==> config.mk <==
export PLATFORM = sky130hd
export DESIGN_NAME = frame_ctrl_flat
export DESIGN_NICKNAME = d
export VERILOG_FILES = /design/src/rtl/frame_ctrl_if.sv /design/src/rtl/frame_ctrl.sv /design/src/flat_wrapper.sv
export SDC_FILE = /design/constraint.sdc
export NUM_CORES = 1
export LEC_CHECK = 0
export CAP_MARGIN = 40
export CORE_ASPECT_RATIO = 1.25
export CORE_MARGIN = 8
export CORE_UTILIZATION = 60
export CTS_CLUSTER_DIAMETER = 120
export DETAILED_ROUTE_END_ITERATION = 12
export HOLD_SLACK_MARGIN = 0.08
export PLACE_DENSITY = 0.83
export RECOVER_POWER = 50
export SLEW_MARGIN = 5
export SYNTH_ARGS = -nofsm -noshare
export SYNTH_HDL_FRONTEND = slang
export SYNTH_SLANG_ARGS = --single-unit
==> constraint.sdc <==
create_clock -name clk -period 8.85 [get_ports clk]
set_clock_uncertainty 0.1 [all_clocks]
set_input_delay 1.3275 -clock clk [delete_from_list [all_inputs] [get_ports clk]]
set_output_delay 1.3275 -clock clk [all_outputs]
set_load 0.01 [all_outputs]
==> src/rtl/frame_ctrl_if.sv <==
// Host-link bus of frame_ctrl: UART byte side plus the fast serial command/return lines.
interface frame_ctrl_if;
    logic [7:0] data_in;
    logic       in;
    logic       rx;
    logic       busy;
    logic [7:0] status;
    logic [7:0] data_out;
    logic       out;
    logic       tx;

    modport master (
        output data_in, in, rx, busy,
        input  status, data_out, out, tx
    );

    modport slave (
        input  data_in, in, rx, busy,
        output status, data_out, out, tx
    );
endinterface

==> src/rtl/frame_ctrl.sv <==
// frame_ctrl: loads a BYTES-byte command, serialises it on tx, captures a RESP_BYTES response
// from rx and drains it to the UART. Optional load/response timeouts: FRAME_CTRL_TIMEOUT_EN.
module frame_ctrl #(
    parameter int unsigned BYTES      = 6,
    parameter int unsigned RESP_BYTES = 2,
    parameter int unsigned TIMEOUT    = 1024
) (
    input logic         clk,
    input logic         Rst,
    frame_ctrl_if.slave bus
);
    localparam int unsigned FW  = BYTES * 8;
    localparam int unsigned RW  = RESP_BYTES * 8;
    localparam int unsigned PW  = $clog2(FW + 2);
    localparam int unsigned RCW = $clog2(RW + 1);

    localparam logic [PW-1:0]  P_LAST_BYTE = PW'(BYTES - 1);
    localparam logic [PW-1:0]  P_STOP      = PW'(FW + 1);
    localparam logic [RCW-1:0] R_LAST_BIT  = RCW'(RW - 1);
    localparam logic [RCW-1:0] R_LAST_BYTE = RCW'(RESP_BYTES - 1);

    if (BYTES < 1 || RESP_BYTES < 1 || TIMEOUT < 2) begin : g_param_check
        $error("frame_ctrl: BYTES and RESP_BYTES must be >= 1, TIMEOUT >= 2");
    end

    typedef enum logic [2:0] {
        LOAD,
        SEND,
        WAIT_RESP,
        RECV,
        DRAIN
    } state_t;

    state_t         state, state_n;
    logic [PW-1:0]  ptr, ptr_n, byte_idx;
    logic [RCW-1:0] rcnt, rcnt_n;
    logic [FW-1:0]  frame, frame_n;
    logic [RW-1:0]  resp, resp_n;
    logic [7:0]     status, status_n;
    logic [7:0]     data_out, data_out_n;
    logic           out, out_n;
    logic           tx, tx_n;
    logic           load_tmo;

`ifdef FRAME_CTRL_TIMEOUT_EN
    localparam int unsigned    TW      = $clog2(TIMEOUT + 1);
    localparam logic [TW-1:0]  T_LIMIT = TW'(TIMEOUT);
    logic [TW-1:0] tcnt, tcnt_n, tcnt_inc;
    assign tcnt_inc = tcnt + 1'b1;
`endif

    always_ff @(posedge clk or posedge Rst) begin
        if (Rst) begin
            state    <= LOAD;
            ptr      <= '0;
            rcnt     <= '0;
            frame    <= '0;
            resp     <= '0;
            status   <= 8'hAA;
            data_out <= '0;
            out      <= 1'b0;
            tx       <= 1'b1;
`ifdef FRAME_CTRL_TIMEOUT_EN
            tcnt     <= '0;
`endif
        end else begin
            state    <= state_n;
            ptr      <= ptr_n;
            rcnt     <= rcnt_n;
            frame    <= frame_n;
            resp     <= resp_n;
            status   <= status_n;
            data_out <= data_out_n;
            out      <= out_n;
            tx       <= tx_n;
`ifdef FRAME_CTRL_TIMEOUT_EN
            tcnt     <= tcnt_n;
`endif
        end
    end

    always_comb begin
        state_n    = state;
        ptr_n      = ptr;
        rcnt_n     = rcnt;
        frame_n    = frame;
        resp_n     = resp;
        status_n   = status;
        data_out_n = data_out;
        out_n      = 1'b0;
        tx_n       = 1'b1;
        load_tmo   = 1'b0;
        byte_idx   = ptr;
`ifdef FRAME_CTRL_TIMEOUT_EN
        tcnt_n     = tcnt;
`endif

        case (state)
            LOAD: begin
`ifdef FRAME_CTRL_TIMEOUT_EN
                if (ptr != '0) begin
                    if (tcnt_inc == T_LIMIT) begin
                        load_tmo = 1'b1;
                        tcnt_n   = '0;
                    end else if (bus.in) begin
                        tcnt_n = '0;
                    end else begin
                        tcnt_n = tcnt_inc;
                    end
                end
`endif
                // A timeout in the same cycle as a byte discards the old partial frame first,
                // so the byte starts a new frame with only the timeout flag left standing.
                if (load_tmo) begin
                    ptr_n       = '0;
                    byte_idx    = '0;
                    status_n[1] = 1'b1;
                end
                if (bus.in) begin
                    if (byte_idx == '0) begin
                        status_n = {6'b0, load_tmo, 1'b0};
                    end
                    frame_n = FW'({bus.data_in, frame} >> 8);
                    if (byte_idx == P_LAST_BYTE) begin
                        state_n = SEND;
                        ptr_n   = '0;
                    end else begin
                        ptr_n = byte_idx + 1'b1;
                    end
                end
            end

            SEND: begin
                ptr_n = ptr + 1'b1;
                if (ptr == '0) begin
                    tx_n = 1'b0;
                end else if (ptr == P_STOP) begin
                    tx_n        = 1'b1;
                    status_n[0] = 1'b1;
                    ptr_n       = '0;
                    state_n     = WAIT_RESP;
                end else begin
                    tx_n    = frame[0];
                    frame_n = frame >> 1;
                end
            end

            WAIT_RESP: begin
                if (!bus.rx) begin
                    state_n = RECV;
`ifdef FRAME_CTRL_TIMEOUT_EN
                    tcnt_n  = '0;
                end else if (tcnt_inc == T_LIMIT) begin
                    status_n[2] = 1'b1;
                    tcnt_n      = '0;
                    state_n     = LOAD;
                end else begin
                    tcnt_n = tcnt_inc;
`endif
                end
            end

            RECV: begin
                resp_n = {bus.rx, resp[RW-1:1]};
                if (rcnt == R_LAST_BIT) begin
                    rcnt_n  = '0;
                    state_n = DRAIN;
                end else begin
                    rcnt_n = rcnt + 1'b1;
                end
            end

            DRAIN: begin
                if (!bus.busy) begin
                    out_n      = 1'b1;
                    data_out_n = resp[7:0];
                    resp_n     = resp >> 8;
                    if (rcnt == R_LAST_BYTE) begin
                        rcnt_n      = '0;
                        status_n[3] = 1'b1;
                        state_n     = LOAD;
                    end else begin
                        rcnt_n = rcnt + 1'b1;
                    end
                end
            end

            default: state_n = LOAD;
        endcase

        if (bus.in && state != LOAD) begin
            status_n[4] = 1'b1;
        end
    end

    assign bus.status   = status;
    assign bus.data_out = data_out;
    assign bus.out      = out;
    assign bus.tx       = tx;
endmodule

==> src/flat_wrapper.sv <==
// flat-port wrapper written by rule: the top's interface ports become plain ports
module frame_ctrl_flat 
#(
    parameter int unsigned BYTES      = 6,
    parameter int unsigned RESP_BYTES = 2,
    parameter int unsigned TIMEOUT    = 1024
)
  (clk, Rst, bus_data_in, bus_in, bus_rx, bus_busy, bus_status, bus_data_out, bus_out, bus_tx);
  frame_ctrl_if bus_i ();
  input logic clk;
  input logic Rst;
  input wire logic [$bits(bus_i.data_in)-1:0] bus_data_in;
  input wire logic [$bits(bus_i.in)-1:0] bus_in;
  input wire logic [$bits(bus_i.rx)-1:0] bus_rx;
  input wire logic [$bits(bus_i.busy)-1:0] bus_busy;
  output wire logic [$bits(bus_i.status)-1:0] bus_status;
  output wire logic [$bits(bus_i.data_out)-1:0] bus_data_out;
  output wire logic [$bits(bus_i.out)-1:0] bus_out;
  output wire logic [$bits(bus_i.tx)-1:0] bus_tx;
  assign bus_i.data_in = bus_data_in;
  assign bus_i.in = bus_in;
  assign bus_i.rx = bus_rx;
  assign bus_i.busy = bus_busy;
  assign bus_status = bus_i.status;
  assign bus_data_out = bus_i.data_out;
  assign bus_out = bus_i.out;
  assign bus_tx = bus_i.tx;
  frame_ctrl #(.BYTES(BYTES), .RESP_BYTES(RESP_BYTES), .TIMEOUT(TIMEOUT)) u_core (.clk(clk), .Rst(Rst), .bus(bus_i));
endmodule
==> summary.md <==
| Metric | Value |
|---|---|
| CP Capture Type | `flip-flop` |
| WS Path Type | `flip-flop to flip-flop` |
| Vias in the first global route | `3,111` |
| Share of layout cells above drive strength 1 | `9.976%` |
| 1st-iter DRT viols | `192` |
| Hold Path Stages | `1` |
| CTS Buffer Depth | `2` |
| Power Internal | `946.4 uW` |
| Sequential share of the synthesized area | `52.00%` |
| CTS tree | `yes` |
| Initial Util | `61.00%` |
| Post-DR wirelength/cell | `17.18 um` |
| Min Tclk post-route | `4308 ps` |
| RSZ-0062 raised after global routing | `false` |
| Vias/cell | `6.248` |
| Row count | `35` |
| Data required, critical path | `9010 ps` |
| # DRC | `0` |
| Pins Over Slew Limit | `133` |
| Final Hold Fails | `0` |
| Status | `finished with violations` |
| # resized after CTS | `0` |
| Asr flop ratio synth | `100.0%` |
| Io pins | `31` |
| Global-route wire length before repair | `14,700 um` |
| Distinct cell type count after synthesis | `49` |
| Crit path max fanout | `48` |
| Die H | `112.1 um` |
| # diodes | `0` |
| Global Route Usage Sum | `17.34%` |
| Final setup viols | `0` |
| Hold_buf cts | `0` |
| Postcts setup bufs | `0` |
| Startpoint Class | `flip-flop` |
| Multi-input logic area | `1859 um2` |
| Clock Latency Late Sink | `370 ps` |
| Worst setup margin | `4542 ps` |
| Register area | `2306 um2` |
| Net switching power | `487.4 uW` |
| Post-route ant nets | `0` |
| DIE AREA | `10,410 um2` |
| Nets | `436` |
| Initial antenna violation count | `0` |
| Commonest non-fill, non-tap cell in the layout | `dfrtp_1` |
| Clock share of power | `20.9%` |
| Final WL | `8811 um` |
| Pleak | `1.859 nW` |
| Top_reg_cell synth | `dfrtp_1` |
| Synth Area per Inst | `10.95 um2` |
| Logic gate share of total power | `27.3%` |
| Placer Congestion | `0.8114` |
| Count of input and output buffers | `28` |
| Reg2Reg Depth | `8` |
| Flop pwr share | `51.7%` |
| Drt first pass iters | `5` |
| YS warnings | `0` |
| Routed via count | `3,205` |
| H-tree Lvls | `3` |
| Final Cycle Share | `48.67%` |
| Die W | `92.89 um` |
| Slew @ Worst Pin | `2027 ps` |
| Rel. slew slack | `-35.13%` |
| Final Core Density | `67.06%` |
| Yosys reg bits | `92` |
| Crit path DAT | `4460 ps` |
| Fill count | `573` |
| Net Sw Frac | `34.00%` |
| Yosys top cell by area | `dfrtp_1` |
| Post-Synthesis Cells | `405` |
| Area of the core | `7269 um2` |
| Mapped cell area | `4434 um2` |
| Max incr delay on CP | `1460 ps` |
| Largest net degree at the start of global routing | `58` |
| Cell Chain, Critical Path | `inv_1 > ha_1 > or3b_4 > a21boi_4 > clkbuf_1 > o21ai_2 > buf_4 > o221a_2` |
| Yosys top cell area share | `50.23%` |
| Clock slew seen by the registers of the worst setup and hold paths | `100 ps` |
| CTS buffer count | `9` |
| Most frequent cells in the layout | `dfrtp_1 (89), nand2_1 (48), o21a_1 (46)` |
| Maximum vdd drop | `150.3 uV` |
| Top area cells in the synthesized netlist | `dfrtp_1 (50%), o32a_1 (10%), o21a_1 (7.8%), nand2_1 (4.1%), buf_6 (2.3%)` |
| Clock root buffer master | `clkbuf_8` |
| Power density over cell area | `294.1 nW/um2` |
| Setup slack after placement | `5304 ps` |
| Grt ovf | `0` |
| Failing checks | `max-capacitance violations, max-slew violations` |
| Crit-path slowest cell | `clkbuf_1` |
| Post-synth EDFFs | `0` |
| HP Class | `flip-flop to flip-flop` |
| Post-DP HPWL | `5862 um` |
| Maxcap violations | `3` |
| Achievable Freq | `232.1 MHz` |
| Setup TNS | `0 ps` |
| # clock sinks | `92` |
| Area growth from synthesis to layout | `9.932%` |
layer usage:
| layer | global-route usage [%] | up-vias | share of wire [%] |
|---|---|---|---|
| met5 | 0 | - | 0 |
| met4 | 7.651 | 0 | 1.9 |
| met3 | 3.538 | 13 | 3.4 |
| met2 | 28.43 | 68 | 51 |
| met1 | 21.46 | 1597 | 44 |
| li1 | - | 1527 | - |
worst paths after layout:
kind                                 startpoint              endpoint  slack [ps]
max                          u_core.byte_idx[0]      u_core.frame[46]        4540
min                        u_core.bus.status[5]  u_core.bus.status[5]         390
max reg2reg                  u_core.byte_idx[0]      u_core.frame[46]        4540
min reg2reg                u_core.bus.status[5]  u_core.bus.status[5]         390
max in group asynchronous                   Rst        u_core.rcnt[2]        5470
min in group asynchronous                   Rst      u_core.frame[43]        2040
synth_stat cells (all sizes together) (7+ instances only):
library cell,n
inv,11
dfrtp,89
clkbuf,12
a31oi,10
a21oi,9
nor2,19
o32a,45
nand2,48
buf,24
nand3,8
o21a,46
mux2,8
ha,7
o21ai,18
sequential cells by signal, summed over array words and instances, names as in the netlist:
signal,flops
u_core.resp,16
u_core.bus.data_out,8
u_core.frame,48
u_core.state,3
u_core.bus.tx,1
u_core.bus.out,1
u_core.rcnt,5
u_core.byte_idx,6
u_core.bus.status,4
layout make-up:
cell class              instances  share of cell area (%)
well taps                      92                   2.361
repair buffers                 35                   7.007
flip-flops and latches         92                   47.30
clock buffers                   9                   2.541
clock inverters                 7                   1.771
multi-input cells             267                   38.14
inverters                      11                  0.8727
worst max-delay path: cells and delay by family, from the launching register on:
family,cells,cell delay (ps)
buffers and inverters,3,1970
AO/OA/AOI/OAI,3,1040
AND/OR/NAND/NOR,1,410
adder cells (fa/ha/maj),1,210
flip-flops,1,430
cell families after synthesis:
family          synth area share [%]
mux                            2.257
fa+ha+maj                      1.975
buf+inv                        6.236
simple gates                   11.60
compound gates                 25.85
flops                          52.00
other cells                  0.08457
metrics by stage:
stage,std cells,power (mW),hold slack [ps],cell area (um2)
after floorplan,406,1.004,356.2,4438
after global placement,495,1.112,375.0,4641
after detailed placement,497,1.145,384.3,4676
after CTS,513,1.446,405.3,4886
after global routing,513,1.522,415.4,4875
final,513,1.434,394.5,4875
power by group through the flow:
stage | Sequential [mW] | Clock [mW] | Combinational [mW]
floorplan | 0.704 | 0 | 0.300
global placement | 0.736 | 0 | 0.376
detailed placement | 0.749 | 0 | 0.396
CTS | 0.739 | 0.307 | 0.399
global route | 0.761 | 0.325 | 0.435
finish | 0.741 | 0.300 | 0.392
(Power assumes the default switching activity.)
